### src/rtl/bf_nn_pkg.sv
// Shared types and helpers for the bias-free neural predictor training path.
package bf_nn_pkg;

    localparam int NW      = 48;
    localparam int WBITS   = 3;
    localparam int IBITS   = 16;
    localparam int SUMBITS = 9;

    typedef logic signed [WBITS-1:0] weight_t;

    localparam weight_t WMAX = 3'sd3;
    localparam weight_t WMIN = 3'sb100;

    // Widened bounds so the clamp compares in the 4-bit step domain.
    localparam logic signed [WBITS:0] WMAX_W = 4'sd3;
    localparam logic signed [WBITS:0] WMIN_W = -4'sd4;

    // One buffered prediction, index block in the MSBs.
    typedef struct packed {
        logic [NW-1:0][IBITS-1:0]  index;
        logic [NW-1:0][WBITS-1:0]  weights;
        logic [NW-1:0]             hist;
        logic signed [SUMBITS-1:0] sum;
        logic                      taken;
    } pred_entry_t;

    localparam int ENTRY_W = $bits(pred_entry_t);

    // Step a weight by +/-1 in one extra bit of headroom, then clamp back.
    function automatic weight_t sat_step(weight_t w, logic up);
        logic signed [WBITS:0] t;
        t = {w[WBITS-1], w};
        if (up) t = t + 4'sd1;
        else    t = t - 4'sd1;
        if (t > WMAX_W) return WMAX;
        if (t < WMIN_W) return WMIN;
        return t[WBITS-1:0];
    endfunction

endpackage

### src/rtl/bf_train_fifo.sv
// In-order buffer of predictions awaiting resolution. Head is read
// combinationally; pointers carry a wrap bit for full/empty detection.
module bf_train_fifo
    import bf_nn_pkg::*;
#(
    parameter int DEPTH = 4,
    parameter int WIDTH = ENTRY_W
) (
    input  logic             clk,
    input  logic             rst,
    input  logic             push_i,
    input  logic [WIDTH-1:0] wdata_i,
    input  logic             pop_i,
    input  logic             flush_i,
    output logic [WIDTH-1:0] rdata_o,
    output logic             full_o,
    output logic             empty_o
);

    localparam int AW = $clog2(DEPTH);

    logic [WIDTH-1:0] mem_q [DEPTH];
    logic [AW:0]      wr_ptr_q, wr_ptr_d;
    logic [AW:0]      rd_ptr_q, rd_ptr_d;
    logic             do_push, do_pop;

    assign full_o  = (wr_ptr_q[AW] != rd_ptr_q[AW]) && (wr_ptr_q[AW-1:0] == rd_ptr_q[AW-1:0]);
    assign empty_o = (wr_ptr_q == rd_ptr_q);
    assign rdata_o = mem_q[rd_ptr_q[AW-1:0]];

    // A push into a full buffer is dropped even if the head pops this cycle.
    assign do_push = push_i && !full_o && !flush_i;
    assign do_pop  = pop_i && !empty_o;

    // Next pointers; flush wins over any push/pop in the same cycle.
    always_comb begin
        wr_ptr_d = wr_ptr_q;
        rd_ptr_d = rd_ptr_q;
        if (flush_i) begin
            wr_ptr_d = '0;
            rd_ptr_d = '0;
        end else begin
            if (do_push) wr_ptr_d = wr_ptr_q + 1'b1;
            if (do_pop)  rd_ptr_d = rd_ptr_q + 1'b1;
        end
    end

    // Pointer registers.
    always_ff @(posedge clk or posedge rst) begin
        if (rst) begin
            wr_ptr_q <= '0;
            rd_ptr_q <= '0;
        end else begin
            wr_ptr_q <= wr_ptr_d;
            rd_ptr_q <= rd_ptr_d;
        end
    end

    // Entry storage; contents are meaningless outside the rd..wr window.
    always_ff @(posedge clk) begin
        if (do_push) mem_q[wr_ptr_q[AW-1:0]] <= wdata_i;
    end

endmodule

### src/rtl/bf_perceptron_trainer.sv
// Perceptron training side: buffers predictions, applies the update rule
// on resolution and emits one registered write to the weight table.
module bf_perceptron_trainer
    import bf_nn_pkg::*;
#(
    parameter int DEPTH = 4,
    parameter int THETA = 20
) (
    input  logic         clk,
    input  logic         rst,
    input  logic         pred_valid,
    output logic         pred_ready,
    input  logic [767:0] pred_index,
    input  logic [143:0] pred_weights,
    input  logic [47:0]  pred_hist,
    input  logic [8:0]   pred_sum,
    input  logic         pred_taken,
    input  logic         resolve_valid,
    input  logic         resolve_taken,
    input  logic         flush,
    output logic         upd_en,
    output logic [767:0] upd_index,
    output logic [143:0] upd_weights,
    output logic [15:0]  train_cnt,
    output logic [15:0]  mispred_cnt,
    output logic         underflow_err
);

    localparam logic signed [SUMBITS:0] THETA_S = $signed(10'(THETA));

    pred_entry_t              push_ent, head;
    logic [ENTRY_W-1:0]       head_raw;
    logic                     full, empty, pop, mis, train;
    logic signed [SUMBITS:0]  sum_ext, sum_abs;
    logic [NW-1:0][WBITS-1:0] new_w;

    logic                     upd_en_q, upd_en_d;
    logic [767:0]             upd_index_q, upd_index_d;
    logic [143:0]             upd_weights_q, upd_weights_d;
    logic [15:0]              train_cnt_q, train_cnt_d;
    logic [15:0]              mispred_cnt_q, mispred_cnt_d;
    logic                     underflow_q, underflow_d;

    assign push_ent = {pred_index, pred_weights, pred_hist, pred_sum, pred_taken};

    bf_train_fifo #(.DEPTH(DEPTH), .WIDTH(ENTRY_W)) u_fifo (
        .clk     (clk),
        .rst     (rst),
        .push_i  (pred_valid),
        .wdata_i (push_ent),
        .pop_i   (resolve_valid),
        .flush_i (flush),
        .rdata_o (head_raw),
        .full_o  (full),
        .empty_o (empty)
    );

    assign head       = pred_entry_t'(head_raw);
    assign pred_ready = !full;
    assign pop        = resolve_valid && !empty;

    // |sum| in one extra bit so -256 maps to +256 rather than wrapping.
    assign sum_ext = head.sum;
    assign sum_abs = (sum_ext < 0) ? -sum_ext : sum_ext;
    assign mis     = (head.taken != resolve_taken);
    assign train   = mis || (sum_abs <= THETA_S);

    for (genvar i = 0; i < NW; i++) begin : g_lane
        assign new_w[i] = sat_step(weight_t'(head.weights[i]), head.hist[i] == resolve_taken);
    end

    // Next state of the write port, counters and underflow flag.
    always_comb begin
        upd_en_d      = pop && train;
        upd_index_d   = upd_index_q;
        upd_weights_d = upd_weights_q;
        train_cnt_d   = train_cnt_q;
        mispred_cnt_d = mispred_cnt_q;
        underflow_d   = underflow_q || (resolve_valid && empty);
        if (pop && train) begin
            upd_index_d   = head.index;
            upd_weights_d = new_w;
            if (train_cnt_q != 16'hFFFF) train_cnt_d = train_cnt_q + 16'd1;
        end
        if (pop && mis && mispred_cnt_q != 16'hFFFF) mispred_cnt_d = mispred_cnt_q + 16'd1;
    end

    // Output and statistics registers.
    always_ff @(posedge clk or posedge rst) begin
        if (rst) begin
            upd_en_q      <= 1'b0;
            upd_index_q   <= '0;
            upd_weights_q <= '0;
            train_cnt_q   <= '0;
            mispred_cnt_q <= '0;
            underflow_q   <= 1'b0;
        end else begin
            upd_en_q      <= upd_en_d;
            upd_index_q   <= upd_index_d;
            upd_weights_q <= upd_weights_d;
            train_cnt_q   <= train_cnt_d;
            mispred_cnt_q <= mispred_cnt_d;
            underflow_q   <= underflow_d;
        end
    end

    assign upd_en        = upd_en_q;
    assign upd_index     = upd_index_q;
    assign upd_weights   = upd_weights_q;
    assign train_cnt     = train_cnt_q;
    assign mispred_cnt   = mispred_cnt_q;
    assign underflow_err = underflow_q;

endmodule

### config.mk
export PLATFORM = sky130hd
export DESIGN_NAME = bf_perceptron_trainer
export DESIGN_NICKNAME = d
export VERILOG_FILES = /design/src/rtl/bf_nn_pkg.sv /design/src/rtl/bf_train_fifo.sv /design/src/rtl/bf_perceptron_trainer.sv
export SDC_FILE = /design/constraint.sdc
export NUM_CORES = 2
export LEC_CHECK = 0
export ABC_AREA = 1
export CORE_AREA = 3 3 738 740
export CTS_CLUSTER_SIZE = 20
export DETAILED_ROUTE_END_ITERATION = 16
export DIE_AREA = 0 0 741 743
export GPL_TIMING_DRIVEN = 1
export RECOVER_POWER = 100
export REMOVE_ABC_BUFFERS = 1
export SLEW_MARGIN = 5
export SYNTH_ARGS = -nofsm -noshare
export SYNTH_HDL_FRONTEND = slang
export SYNTH_SLANG_ARGS = --single-unit
### constraint.sdc
create_clock -name clk -period 56 [get_ports clk]
set_input_delay 5.6 -clock clk [delete_from_list [all_inputs] [get_ports clk]]
set_output_delay 5.6 -clock clk [all_outputs]
set_load 0.01 [all_outputs]
==> impl_metrics.toml <==
[floorplan]
rows = 270
die-area_um2 = 551000
start_util_pct = 34.2
fp.dieW_um = 741
die_h_um = 743
io_pins = 1923
core_um2 = 540000

[yosys]
syn_inst = 14358
async_flop_share_pct = 19.7
synth.area.top_cells = "edfxtp_1, dfrtp_1, nand2_1"
synth_edf_count = 3880
synth_common_cells = "edfxtp_1, nand2_1, o21ai_0"
synth.most_common_cell = "edfxtp_1"
synth-seq-cells = 4832
yosys.area.top_type_share_pct = 63.2
syn_area_um2 = 184000
synth.avg_cell_area_um2 = 12.8
ys_types = 29
seq_area_frac_synth_pct = 76.2
ys.flop_type = "edfxtp_1"
netlist.top_cell.by_area = "edfxtp_1"
synth_warnings = 0

[critical_path]
critPathMaxFanout = 121
startpoint_type = "input port"
crit_type = "input port to flip-flop"
worstSetupEndpointType = "flip-flop"
r2r_slack_ns = 28.12
worstPathRequired_ns = 56.51
arrival_ns = 30.06

[sta]
setup_viol_count_final = 0
finalSetupTns_ns = 0
rsz0062_at_grt = "no"
min_period_ns = 29.55
fin_crit_sh_pct = 52.8
worst_slack_ns = 26.45
timing.fmax_ghz = 0.0338
skew_ns = 0.0820
slew_headroom_pct = -515
tightest_slew_ns = 9.22
finalHoldViolCount = 0
final_max_slew_viol_count = 6919

[clocking]
worstSkewPairLatency_ns = 1.06
cts.path.max_buffers = 4
clock-sinks = 4832
cts-root-buf = "clkbuf_16"
tritoncts = "built"
cts_setup_buffers = 0
cts_max_level = 6
clkTransAtPathRegs_ns = 0.06
cts-buffers-inserted = 520
cts_resized = 0
cts_hold_buf = 0

[placement]
gp_congestion = 0.825
portBuffers = 1922
place_ws_ns = 43.09
hpwl_um = 379000

[global_route]
grt_max_degree = 186
grt_pass1_wl_um = 821000
antenna_found_initial = 514
gr-total-overflow = 0
grt_pass1_vias = 114554
grt_use_total_pct = 20.1

[routing]
vias = 121351
drc = 0
ant_nets = 0
drtPass1Iterations = 5
drt-total-wl_um = 579000
wl_per_cell_um = 24.1
viasPerCell = 5.04
drt_iter0_drc = 11057

[layout]
final_layout_size_suffix_gt1_share_pct = 5.25
area_growth_pct = 23.6
fin_nets = 17269

[power]
peakVddDrop_uv = 30.0
power_density_nw_per_um2 = 45.9
p_leak_uw = 0.0845

[min_path]
hp-class = "flip-flop to flip-flop"

[flow_run]
max_cap_violations = 117

[status]
status = "complete, but fails checks"
violations = "max-capacitance violations, max-slew violations"
## critical path, cell delays in order
cell and delay [ns]:
dlygate4sd3_1 0.53, nand2_1 0.15, inv_1 0.17, nand2_1 0.11, nor2_1 0.13, clkbuf_1 5.60
clkbuf_1 5.56, clkbuf_1 5.56, clkbuf_1 3.15, clkbuf_1 2.73
## final cells by class
class / count / area, um2
tap: 7208 / 9020
clock inverter: 247 / 2830
fill: 49595 / 312000
antenna: 276 / 691
multi-input combinational: 8460 / 39300
timing repair buffer: 2125 / 20400
clock buffer: 710 / 14300
sequential: 4832 / 140000
inverter: 203 / 785
## per-layer routing
| metal | wire, um | GRT usage (%) |
|---|---|---|
| met1 | 230000 | 25.5 |
| met5 | 1140 | 0 |
| met2 | 269000 | 32.0 |
| met3 | 55000 | 6.48 |
| met4 | 24100 | 7.74 |
## worst paths after layout
check | startpoint | endpoint | cells after the start
hold / removal | upd_weights[29]$_DFFE_PP0P_ | upd_weights[29]$_DFFE_PP0P_ | 2
setup / recovery | pred_valid | u_fifo.mem_q[2][637]$_DFFE_PP_ | 10
setup reg to reg | u_fifo.rd_ptr_q[0]$_DFFE_PP0P_ | u_fifo.mem_q[2][637]$_DFFE_PP_ | 12
max in group asynchronous | rst | upd_index[698]$_DFFE_PP0P_ | 5
min in group asynchronous | rst | upd_index[322]$_DFFE_PP0P_ | 2
hold reg to reg | upd_weights[29]$_DFFE_PP0P_ | upd_weights[29]$_DFFE_PP0P_ | 2
## state kept, by name, indices dropped and copies added, names as in the netlist
register and cells:
u_fifo.rd_ptr_q 3, train_cnt 16, u_fifo.mem_q 3880, upd_index 768, mispred_cnt 16, upd_en 1, u_fifo.wr_ptr_q 3, upd_weights 144
underflow_err 1
## report_power, final
group	switching (uW)	total, uW	internal (uW)
clock network	1460	3420	1960
logic	1580	2480	903
registers	264	4560	4290
## cells in the final DEF, fill, tap and decap left out, types with 2 or more instances in the layout
cell           count
dfrtp_4            2
clkinv_4           3
diode_2          276
edfxtp_1        3880
buf_12             7
o21ai_1            7
o21ai_0         2019
clkinvlp_2         2
inv_6             19
ha_1             103
nand2_1         3028
nor3_1            53
clkbuf_8          55
dlygate4sd3_1   1920
fa_1              48
clkbuf_16        523
bufinv_16         30
clkinv_8          10
nand4_1           25
buf_4             86
clkinv_2          84
a21oi_2            2
dfrtp_1          950
inv_8              6
inv_16            10
clkbuf_1         243
xor2_1            67
nand3b_1           2
clkinv_1          61
o22ai_1          912
inv_1            196
a21oi_1           49
nor4_1             4
clkinvlp_4         8
nor2_1          1901
nand3_1          175
xnor2_1           62
clkinv_16         21
## cell families (layout without fill, tap and decap cells)
kind of cell	after synthesis	count (layout)	synth area share [%]
xor+xnor	129	129	0.613
simple gates	5189	5189	10.8
fa+ha+maj	151	151	1.22
compound gates	2991	2991	8.74
other cells	0	276	0
buf+inv	1066	3285	2.49
flops	4832	4832	76.2
## stage by stage
step | instances | util [%] | hold WS (ns) | total power, uW | area, um2
floorplan | 13495 | - | 0.455 | 6030 | 180000
global placement | 22828 | 39.0 | 0.456 | 7210 | 211000
detailed placement | 22828 | 39.0 | 0.462 | 7240 | 211000
CTS | 23785 | 42.2 | 0.477 | 10700 | 228000
global route | 23870 | 42.1 | 0.490 | 11000 | 227000
finish | 24061 | 42.2 | 0.468 | 10500 | 228000
Power figures use the tool's default switching activity.
